$ cat config.mk
export PLATFORM = sky130hd
export DESIGN_NAME = pe_output_sequencer
export DESIGN_NICKNAME = d
export VERILOG_FILES = /design/src/rtl/pe_output_sequencer_pkg.sv /design/src/rtl/pe_output_sequencer_scan_counter4.sv /design/src/rtl/pe_output_sequencer.sv
export SDC_FILE = /design/constraint.sdc
export NUM_CORES = 1
export LEC_CHECK = 0
export BUFFER_PORTS_ARGS = -buffer_cell sky130_fd_sc_hd__buf_2
export CAP_MARGIN = 20
export CORE_ASPECT_RATIO = 1.75
export CORE_MARGIN = 4
export CORE_UTILIZATION = 50
export DETAILED_ROUTE_END_ITERATION = 8
export PLACE_DENSITY = 0.77
export SLEW_MARGIN = 20
export SYNTH_ARGS = -nofsm -noshare
export SYNTH_HDL_FRONTEND = slang
export SYNTH_SLANG_ARGS = --single-unit
$ cat constraint.sdc
create_clock -name clk -period 5.3 [get_ports clk]
set_clock_uncertainty 0.05 [all_clocks]
set_input_delay 1.06 -clock clk [delete_from_list [all_inputs] [get_ports clk]]
set_output_delay 1.06 -clock clk [all_outputs]
set_load 0.1 [all_outputs]
$ cat src/rtl/pe_output_sequencer_pkg.sv
// Shared widths, the latched layer-shape record and the empty-shape test for the
// PE output sequencer.
package pe_output_sequencer_pkg;

  localparam int W_SIZE          = 8;
  localparam int W_CHANNEL       = 6;
  localparam int TOUT            = 4;
  localparam int W_PSUM          = 16;
  localparam int PE_ACCO_FLAT_BW = TOUT * W_PSUM;

  typedef struct packed {
    logic [W_SIZE-1:0]    width;
    logic [W_SIZE-1:0]    height;
    logic [W_CHANNEL-1:0] chn;
    logic [W_CHANNEL-1:0] chn_out;
  } shape_t;

  // A shape with any zero dimension has no beats; the scan ends immediately.
  function automatic logic shape_is_empty(input shape_t s);
    return (s.width == '0) || (s.height == '0) || (s.chn == '0) || (s.chn_out == '0);
  endfunction

endpackage

$ cat src/rtl/pe_output_sequencer_scan_counter4.sv
// Four-level nested wrap counter: col innermost, then row, chn, chn_out.
// Every advance moves col; each wrap carries one level outward.
module pe_output_sequencer_scan_counter4
  import pe_output_sequencer_pkg::*;
(
  input  logic                 clk,
  input  logic                 rstn,
  input  logic                 clear_i,
  input  logic                 adv_i,
  input  logic [W_SIZE-1:0]    lim_width_i,
  input  logic [W_SIZE-1:0]    lim_height_i,
  input  logic [W_CHANNEL-1:0] lim_chn_i,
  input  logic [W_CHANNEL-1:0] lim_chn_out_i,
  output logic [W_SIZE-1:0]    col_o,
  output logic [W_SIZE-1:0]    row_o,
  output logic [W_CHANNEL-1:0] chn_o,
  output logic [W_CHANNEL-1:0] chn_out_o,
  output logic                 is_last_chn_o,
  output logic                 is_final_o
);

  logic [W_SIZE-1:0]    col_q, col_d, row_q, row_d;
  logic [W_CHANNEL-1:0] chn_q, chn_d, cout_q, cout_d;
  logic                 col_max, row_max, chn_max, cout_max;

  assign col_max  = (col_q  == lim_width_i   - W_SIZE'(1));
  assign row_max  = (row_q  == lim_height_i  - W_SIZE'(1));
  assign chn_max  = (chn_q  == lim_chn_i     - W_CHANNEL'(1));
  assign cout_max = (cout_q == lim_chn_out_i - W_CHANNEL'(1));

  always_comb begin
    col_d  = col_q;
    row_d  = row_q;
    chn_d  = chn_q;
    cout_d = cout_q;
    if (clear_i) begin
      col_d  = '0;
      row_d  = '0;
      chn_d  = '0;
      cout_d = '0;
    end else if (adv_i) begin
      if (!col_max) begin
        col_d = col_q + W_SIZE'(1);
      end else begin
        col_d = '0;
        if (!row_max) begin
          row_d = row_q + W_SIZE'(1);
        end else begin
          row_d = '0;
          if (!chn_max) begin
            chn_d = chn_q + W_CHANNEL'(1);
          end else begin
            chn_d  = '0;
            cout_d = cout_max ? '0 : cout_q + W_CHANNEL'(1);
          end
        end
      end
    end
  end

  always_ff @(posedge clk) begin
    if (!rstn) begin
      col_q  <= '0;
      row_q  <= '0;
      chn_q  <= '0;
      cout_q <= '0;
    end else begin
      col_q  <= col_d;
      row_q  <= row_d;
      chn_q  <= chn_d;
      cout_q <= cout_d;
    end
  end

  assign col_o         = col_q;
  assign row_o         = row_q;
  assign chn_o         = chn_q;
  assign chn_out_o     = cout_q;
  assign is_last_chn_o = chn_max;
  assign is_final_o    = col_max && row_max && chn_max && cout_max;

endmodule

$ cat src/rtl/pe_output_sequencer.sv
// Tags each PE accumulator beat with its (chn_out, chn, row, col) coordinates and
// forwards it one cycle later; owns the layer-scan FSM and counters.
module pe_output_sequencer
  import pe_output_sequencer_pkg::*;
(
  input  logic                       clk,
  input  logic                       rstn,
  input  logic                       start_i,
  input  logic [W_SIZE-1:0]          q_width,
  input  logic [W_SIZE-1:0]          q_height,
  input  logic [W_CHANNEL-1:0]       q_channel,
  input  logic [W_CHANNEL-1:0]       q_channel_out,
  input  logic                       acc_vld_i,
  input  logic [PE_ACCO_FLAT_BW-1:0] acc_data_i,
  output logic [PE_ACCO_FLAT_BW-1:0] pe_data_o,
  output logic                       pe_vld_o,
  output logic [W_SIZE-1:0]          pe_row_o,
  output logic [W_SIZE-1:0]          pe_col_o,
  output logic [W_CHANNEL-1:0]       pe_chn_o,
  output logic [W_CHANNEL-1:0]       pe_chn_out_o,
  output logic                       pe_is_last_chn_o,
  output logic                       busy_o,
  output logic                       done_o,
  output logic                       err_o,
  output logic [1:0]                 dbg_state_o
);

  localparam logic [1:0] ST_IDLE = 2'd0;
  localparam logic [1:0] ST_RUN  = 2'd1;
  localparam logic [1:0] ST_DONE = 2'd2;

  // Handshake: acc_vld_i has no ready. Every beat presented in RUN is accepted
  // that cycle; beats in any other state are dropped and flag err_o.
  logic [1:0]           state_q, state_d;
  shape_t               shape_q, shape_in;
  logic                 start_ok, accept, err_d;
  logic [W_SIZE-1:0]    cnt_col, cnt_row;
  logic [W_CHANNEL-1:0] cnt_chn, cnt_cout;
  logic                 cnt_last_chn, cnt_final;

  assign shape_in = '{width: q_width, height: q_height, chn: q_channel, chn_out: q_channel_out};
  assign start_ok = start_i && (state_q == ST_IDLE);
  assign accept   = acc_vld_i && (state_q == ST_RUN);

  always_comb begin
    state_d = state_q;
    case (state_q)
      ST_IDLE: if (start_ok) state_d = shape_is_empty(shape_in) ? ST_DONE : ST_RUN;
      ST_RUN:  if (accept && cnt_final) state_d = ST_DONE;
      ST_DONE: state_d = ST_IDLE;
      default: state_d = ST_IDLE;
    endcase
  end

  // A start clears the sticky error, but a beat dropped in the same cycle re-raises it.
  always_comb begin
    err_d = err_o;
    if (start_ok) err_d = 1'b0;
    if (acc_vld_i && (state_q != ST_RUN)) err_d = 1'b1;
  end

  pe_output_sequencer_scan_counter4 u_scan (
    .clk           (clk),
    .rstn          (rstn),
    .clear_i       (start_ok),
    .adv_i         (accept),
    .lim_width_i   (shape_q.width),
    .lim_height_i  (shape_q.height),
    .lim_chn_i     (shape_q.chn),
    .lim_chn_out_i (shape_q.chn_out),
    .col_o         (cnt_col),
    .row_o         (cnt_row),
    .chn_o         (cnt_chn),
    .chn_out_o     (cnt_cout),
    .is_last_chn_o (cnt_last_chn),
    .is_final_o    (cnt_final)
  );

  always_ff @(posedge clk) begin
    if (!rstn) begin
      state_q          <= ST_IDLE;
      shape_q          <= '0;
      pe_data_o        <= '0;
      pe_vld_o         <= 1'b0;
      pe_row_o         <= '0;
      pe_col_o         <= '0;
      pe_chn_o         <= '0;
      pe_chn_out_o     <= '0;
      pe_is_last_chn_o <= 1'b0;
      busy_o           <= 1'b0;
      done_o           <= 1'b0;
      err_o            <= 1'b0;
    end else begin
      state_q  <= state_d;
      err_o    <= err_d;
      busy_o   <= (state_d == ST_RUN);
      done_o   <= (state_d == ST_DONE);
      pe_vld_o <= accept;
      if (start_ok) shape_q <= shape_in;
      if (accept) begin
        pe_data_o        <= acc_data_i;
        pe_row_o         <= cnt_row;
        pe_col_o         <= cnt_col;
        pe_chn_o         <= cnt_chn;
        pe_chn_out_o     <= cnt_cout;
        pe_is_last_chn_o <= cnt_last_chn;
      end
    end
  end

  assign dbg_state_o = state_q;

endmodule

Word-level counts from Yosys, hierarchy flattened
Cells that the tools add are included.
W data, S select, Z words.
Operators by class
  divide/modulo/power cells: 0
  order comparisons: 0
  reductions and logical operators: 20
  muxes and demuxes: 10
  multiply operators: 0
  equality and inequality tests: 8
  add/subtract/negate cells: 8
  bitwise gates (word level): 1
  shift operators: 0
Operator list (number)
  $add A8 B1 Y8 const B: 2
  $eq A8 B8 Y1: 2
  $logic_not A8 Y1: 2
  $mux W8: 2
  $sub A8 B1 Y8 const B: 2
  $add A6 B1 Y6 const B: 2
  $eq A6 B6 Y1: 2
  $logic_not A6 Y1: 2
  $mux W6: 2
  $sub A6 B1 Y6 const B: 2
  $logic_and A1 B1 Y1: 7
  $mux W2: 3
  $eq A2 B1 Y1 const B: 2
  $pmux W2 S2: 1
  $reduce_and A4 Y1: 1
  $logic_or A1 B1 Y1: 3
  $reduce_and A3 Y1: 1
  $eq A2 B2 Y1 const B: 1
  $logic_not A2 Y1: 1
  $mux W1: 2
  $ne A2 B1 Y1 const B: 1
  $reduce_and A2 Y1: 1
  $reduce_bool A2 Y1: 1
  $reduce_or A2 Y1: 1
  $not A1 Y1: 1
Word-level totals
  output and inout port bits: 99
  memory bits (writable): 0
  memories: 0
  bits in latches: 0
  word-level logic and storage cells: 66
  register bits: 155
  bits of input ports: 96
  ROM bits: 0

Logic depth before layout (Yosys ltp)
  depth in word-level cells: 9
  gate-level depth with buffers: 11
  depth with buffers taken out: 9

Modules after synthesis
From an unflattened synthesis, not the netlist that was laid out.
Unflattened totals
  cells, all modules: 826
  area, all modules: 6906.6 µm²
Modules (own cells, without submodules)
  pe_output_sequencer: cells each 560, area an instance 4794.6 µm², seq. area each 2542.4 µm², instances 1
  pe_output_sequencer_scan_counter4: cells each 266, area an instance 2112.0 µm², seq. area each 560.5 µm², instances 1

Worst setup path after synthesis
OpenSTA, ideal clock, no wires.
  path kind: reg-to-reg
  start: register state_q[0] (netlist: dbg_state_o[0])
  end: register u_scan.cout_q[5] (netlist: u_scan.chn_out_o[5])
  path buffers: 2
  setup time: 135 ps
  arrival time: 2564 ps
  clock period less this slack: 2749 ps
  path slack: 2551 ps
  cell stages (with the launch flop): 10
  cells stage by stage: dfxtp_1 > and3b_1 > clkbuf_1 > nand3_1 > nor3_1 > nand4_1 > or3_1 > buf_2 > o311ai_0 > o41ai_1
On the way
  longest elaborated chain between the ends: 3
  elaborated cells on any way between the ends: 6
  those cells by class: eq/ne (1); reduce/logical (5)
RTL lines
  start: declaration: line pe_output_sequencer.sv:34  | logic [1:0] state_q, state_d;
  start signal: assignment: line pe_output_sequencer.sv:94  | state_q <= state_d;
  $eq A2 B1 Y1 or $logic_not A2 Y1 (tied branches): line pe_output_sequencer.sv:43, pe_output_sequencer.sv:42
  $logic_and A1 B1 Y1, on equally long branches: line pe_output_sequencer.sv:43, pe_output_sequencer.sv:42
  $reduce_and A4 Y1 (no source line) or $reduce_or A2 Y1 (tied branches)
  end signal: assignment: line pe_output_sequencer_scan_counter4.sv:71  | cout_q <= cout_d;
  end: declaration: line pe_output_sequencer_scan_counter4.sv:23  | logic [W_CHANNEL-1:0] chn_q, chn_d, cout_q, cout_d;
Several ways; a longest one is shown, not always the timed one.
A chain may end at the register's enable or synchronous reset.

Final worst setup path
  start: register shape_q[20] in the netlist's numbering
  end: register u_scan.cout_q[5] (netlist: u_scan.chn_out_o[5])
On the way
  longest elaborated chain between the ends: 3
RTL lines
  start: declaration: line pe_output_sequencer.sv:35  | shape_t shape_q, shape_in;
  start signal: assignment: line pe_output_sequencer.sv:99  | if (start_ok) shape_q <= shape_in;
  $sub A8 B1 Y8: line pe_output_sequencer_scan_counter4.sv:26  | assign col_max = (col_q == lim_width_i - W_SIZE'(1));
  $eq A8 B8 Y1: line pe_output_sequencer_scan_counter4.sv:26
  $reduce_and A4 Y1 (no source line)
No other way between the ends.

==> results.sh <==
export IMPL_coreArea_um2=13400
export IMPL_final_common_cell="nand2_1"
export IMPL_endpoint="u_scan.chn_out_o[5]"
export IMPL_fmax_mhz=327
export IMPL_yosys_register_bits=155
export IMPL_period_needed_ns=3.06
export IMPL_fp_dieH_um=162
export IMPL_cts_path_max_buffers=2
export IMPL_p_leak_nw=3.45
export IMPL_yosys_warnings=0
export IMPL_route_met3_wl_um=1010
export IMPL_gp_congestion=0.832
export IMPL_period_share_pct=57.8
export IMPL_crit_required_ns=5.53
export IMPL_synth_area_top_cells="dfxtp_1 46%, nand2_1 14%, a21boi_0 14%, xnor2_1 3.9%, clkbuf_1 2.6%"
export IMPL_grt_use_total_pct=23.3
export IMPL_setup_tns_final_ns=0
export IMPL_avgSynthCellArea_um2=8.19
export IMPL_fin_cells=1188
export IMPL_r2r_start="shape_q[20]"
export IMPL_wl_per_cell_um=14.7
export IMPL_die_area_um2=15600
export IMPL_worstReg2RegEnd="u_scan.chn_out_o[5]"
export IMPL_placed_area_um2=7860
export IMPL_finalSetupViolCount=0
export IMPL_whs_ns=0.410
export IMPL_overflow=0
export IMPL_highest_signal_layer="met4"
export IMPL_rows=56
export IMPL_relSlewSlack_pct=35.8
export IMPL_syn_nets=936
export IMPL_hold_viol_final=0
export IMPL_htreeDepth=4
export IMPL_grt_pass1_vias=6227
export IMPL_post_cts_setup_buffers=0
export IMPL_hp_class="flop to flop"
export IMPL_antenna_left=0
export IMPL_grt_pass1_wl_um=29100
export IMPL_dp_cells=1155
export IMPL_rsz0062_at_grt="no"
export IMPL_crit_fanout=15
export IMPL_ir_drop_uv=249
export IMPL_grt_max_degree=68
export IMPL_final_area_um2=8490
export IMPL_wirelength_um=17500
export IMPL_areaGrowthSynthToFinish_pct=24.6
export IMPL_multi_input_area_um2=3480
export IMPL_cts_sinks=155
export IMPL_yosysSeqAreaShare_pct=45.5
export IMPL_clock_latency_ns=0.41
export IMPL_r2r_setup_slack_ns=2.24
export IMPL_antenna_found_initial=0
export IMPL_route_detailed_drc=0
export IMPL_yosys_cell_types_count=46
export IMPL_hpwlAfterDp_um=12600
export IMPL_ctsHoldBuffers=0
export IMPL_vias=6215
export IMPL_port_buffers=194
export IMPL_synth_top_area_share_pct=45.5
export IMPL_finalMaxSlewViolations=0
export IMPL_p_per_area_nw_per_um2=344
export IMPL_syn_inst=832
export IMPL_cts_root_buf="clkbuf_16"
export IMPL_n_fill_cell=1203
export IMPL_antennaDiodeCount=0
export IMPL_synth_main_ff_cell="dfxtp_1"
export IMPL_status="finished, final reports clean"
export IMPL_post_route_util_pct=63.5
export IMPL_numCtsBuffers=17
export IMPL_layout_drive_gt1_share_pct=23.4
export IMPL_initial_core_util_pct=50.9
export IMPL_cap_violations=0
export IMPL_wl_met2_um=9180
export IMPL_cts_clk_slew_worst_paths_ns=0.06
export IMPL_endpoint_kind="flop"
export IMPL_dr_pass1_iters=4
export IMPL_worstPathArrival_ns=3.29
export IMPL_wl_met1_um=6830
export IMPL_ff_latch_area_um2=3100
export IMPL_synth_edff_count=0
export IMPL_ff2ff_path_depth=9
export IMPL_synth_top_cell_by_area="dfxtp_1"
export IMPL_worst_pin_slew_ns=0.963
export IMPL_die_x_um=96.3
export IMPL_cts_tree="built"
export IMPL_synthesis_area_um2=6820
export IMPL_cts_repair_resized=0
export IMPL_crit_start="shape_q[20]"
export IMPL_path_class="flop to flop"
export IMPL_async_reset_ff_share_pct=0
export IMPL_pin_count=195
export IMPL_final_cell_mix="263 x nand2_1, 194 x buf_2, 155 x dfxtp_1, 123 x a21boi_0, 30 x xnor2_1"
export IMPL_via_per_inst=5.23
export IMPL_start_kind="flop"
export IMPL_drtIter0Drc=247
export IMPL_nets=1105
-- sequential cells by signal, summed over array words and instances (netlist names) --
register,flops
busy_o,1
dbg_state_o,2
done_o,1
err_o,1
pe_chn_o,6
pe_chn_out_o,6
pe_col_o,8
pe_data_o,64
pe_is_last_chn_o,1
pe_row_o,8
pe_vld_o,1
shape_q,28
u_scan.chn_o,6
u_scan.chn_out_o,6
u_scan.col_o,8
u_scan.row_o,8
-- synthesized netlist by cell type (all sizes together), types with 4 or more instances --
library cell	instances
buf	4
o211ai	8
nand4	9
o21ai	16
inv	11
xnor2	30
dfxtp	155
nor3	16
a21oi	13
and3	7
or3	4
clkbuf	47
nor2	24
nand3b	7
nand3	18
nor4	8
nor2b	5
a21boi	123
xor2	16
nand2	263
ha	8
-- through the flow --
stage | setup WS [ns] | total power [mW]
floorplan | 2.55 | 1.58
global placement | 1.94 | 1.68
detailed placement | 1.86 | 1.69
CTS | 2.24 | 2.95
global route | 1.98 | 3.03
finish | 2.24 | 2.92
-- power breakdown --
part	switching [mW]	internal [mW]
combinational	0.311	0.120
sequential	0.0293	1.20
clock	0.488	0.773
total	0.829	2.09
-- cell families (layout without fill, tap and decap cells) --
logic type	after synthesis	count (layout)	share of synthesized area, %
compound gates	176	176	18.8
xor+xnor	46	46	5.91
fa+ha+maj	8	8	1.47
buf+inv	62	244	3.45
flops	155	155	45.5
mux	1	1	0.147
simple gates	384	384	24.8
-- worst min-delay path by stage --
stage	cells past startpoint	end	slack (ns)	start
finish	2	pe_data_o[0]	0.41	pe_data_o[0]
global route	2	pe_data_o[35]	0.43	pe_data_o[35]
CTS	2	pe_data_o[58]	0.41	pe_data_o[58]
detailed placement	2	pe_data_o[58]	0.41	pe_data_o[58]
global placement	2	pe_data_o[40]	0.40	pe_data_o[40]
floorplan	2	shape_q[19]	0.41	shape_q[19]
-- final cells by class --
cell class                      count  area share, %
Inverter                           11          0.486
Tap cell                          174           2.56
Clock inverter                     12           1.90
Multi-Input combinational cell    615           41.0
Clock buffer                       20           5.38
Sequential cell                   155           36.5
Timing Repair Buffer              201           12.1
-- critical path: stages (launching register included) --
cell	delay, ns
dfxtp_1	0.43
inv_1	0.07
ha_1	0.25
xor2_1	0.17
xnor2_1	0.16
a32o_1	0.14
nand4_1	0.40
or3_1	0.73
o311ai_0	0.40
o41ai_1	0.13
-- metal layers --
layer	track usage, %	vias to the layer above
met2	40.9	187
met1	25.7	2858
met5	0	-
met4	10.0	0
met3	6.33	31
li1	-	3139
No activity file was read; power rests on OpenSTA's default activity.
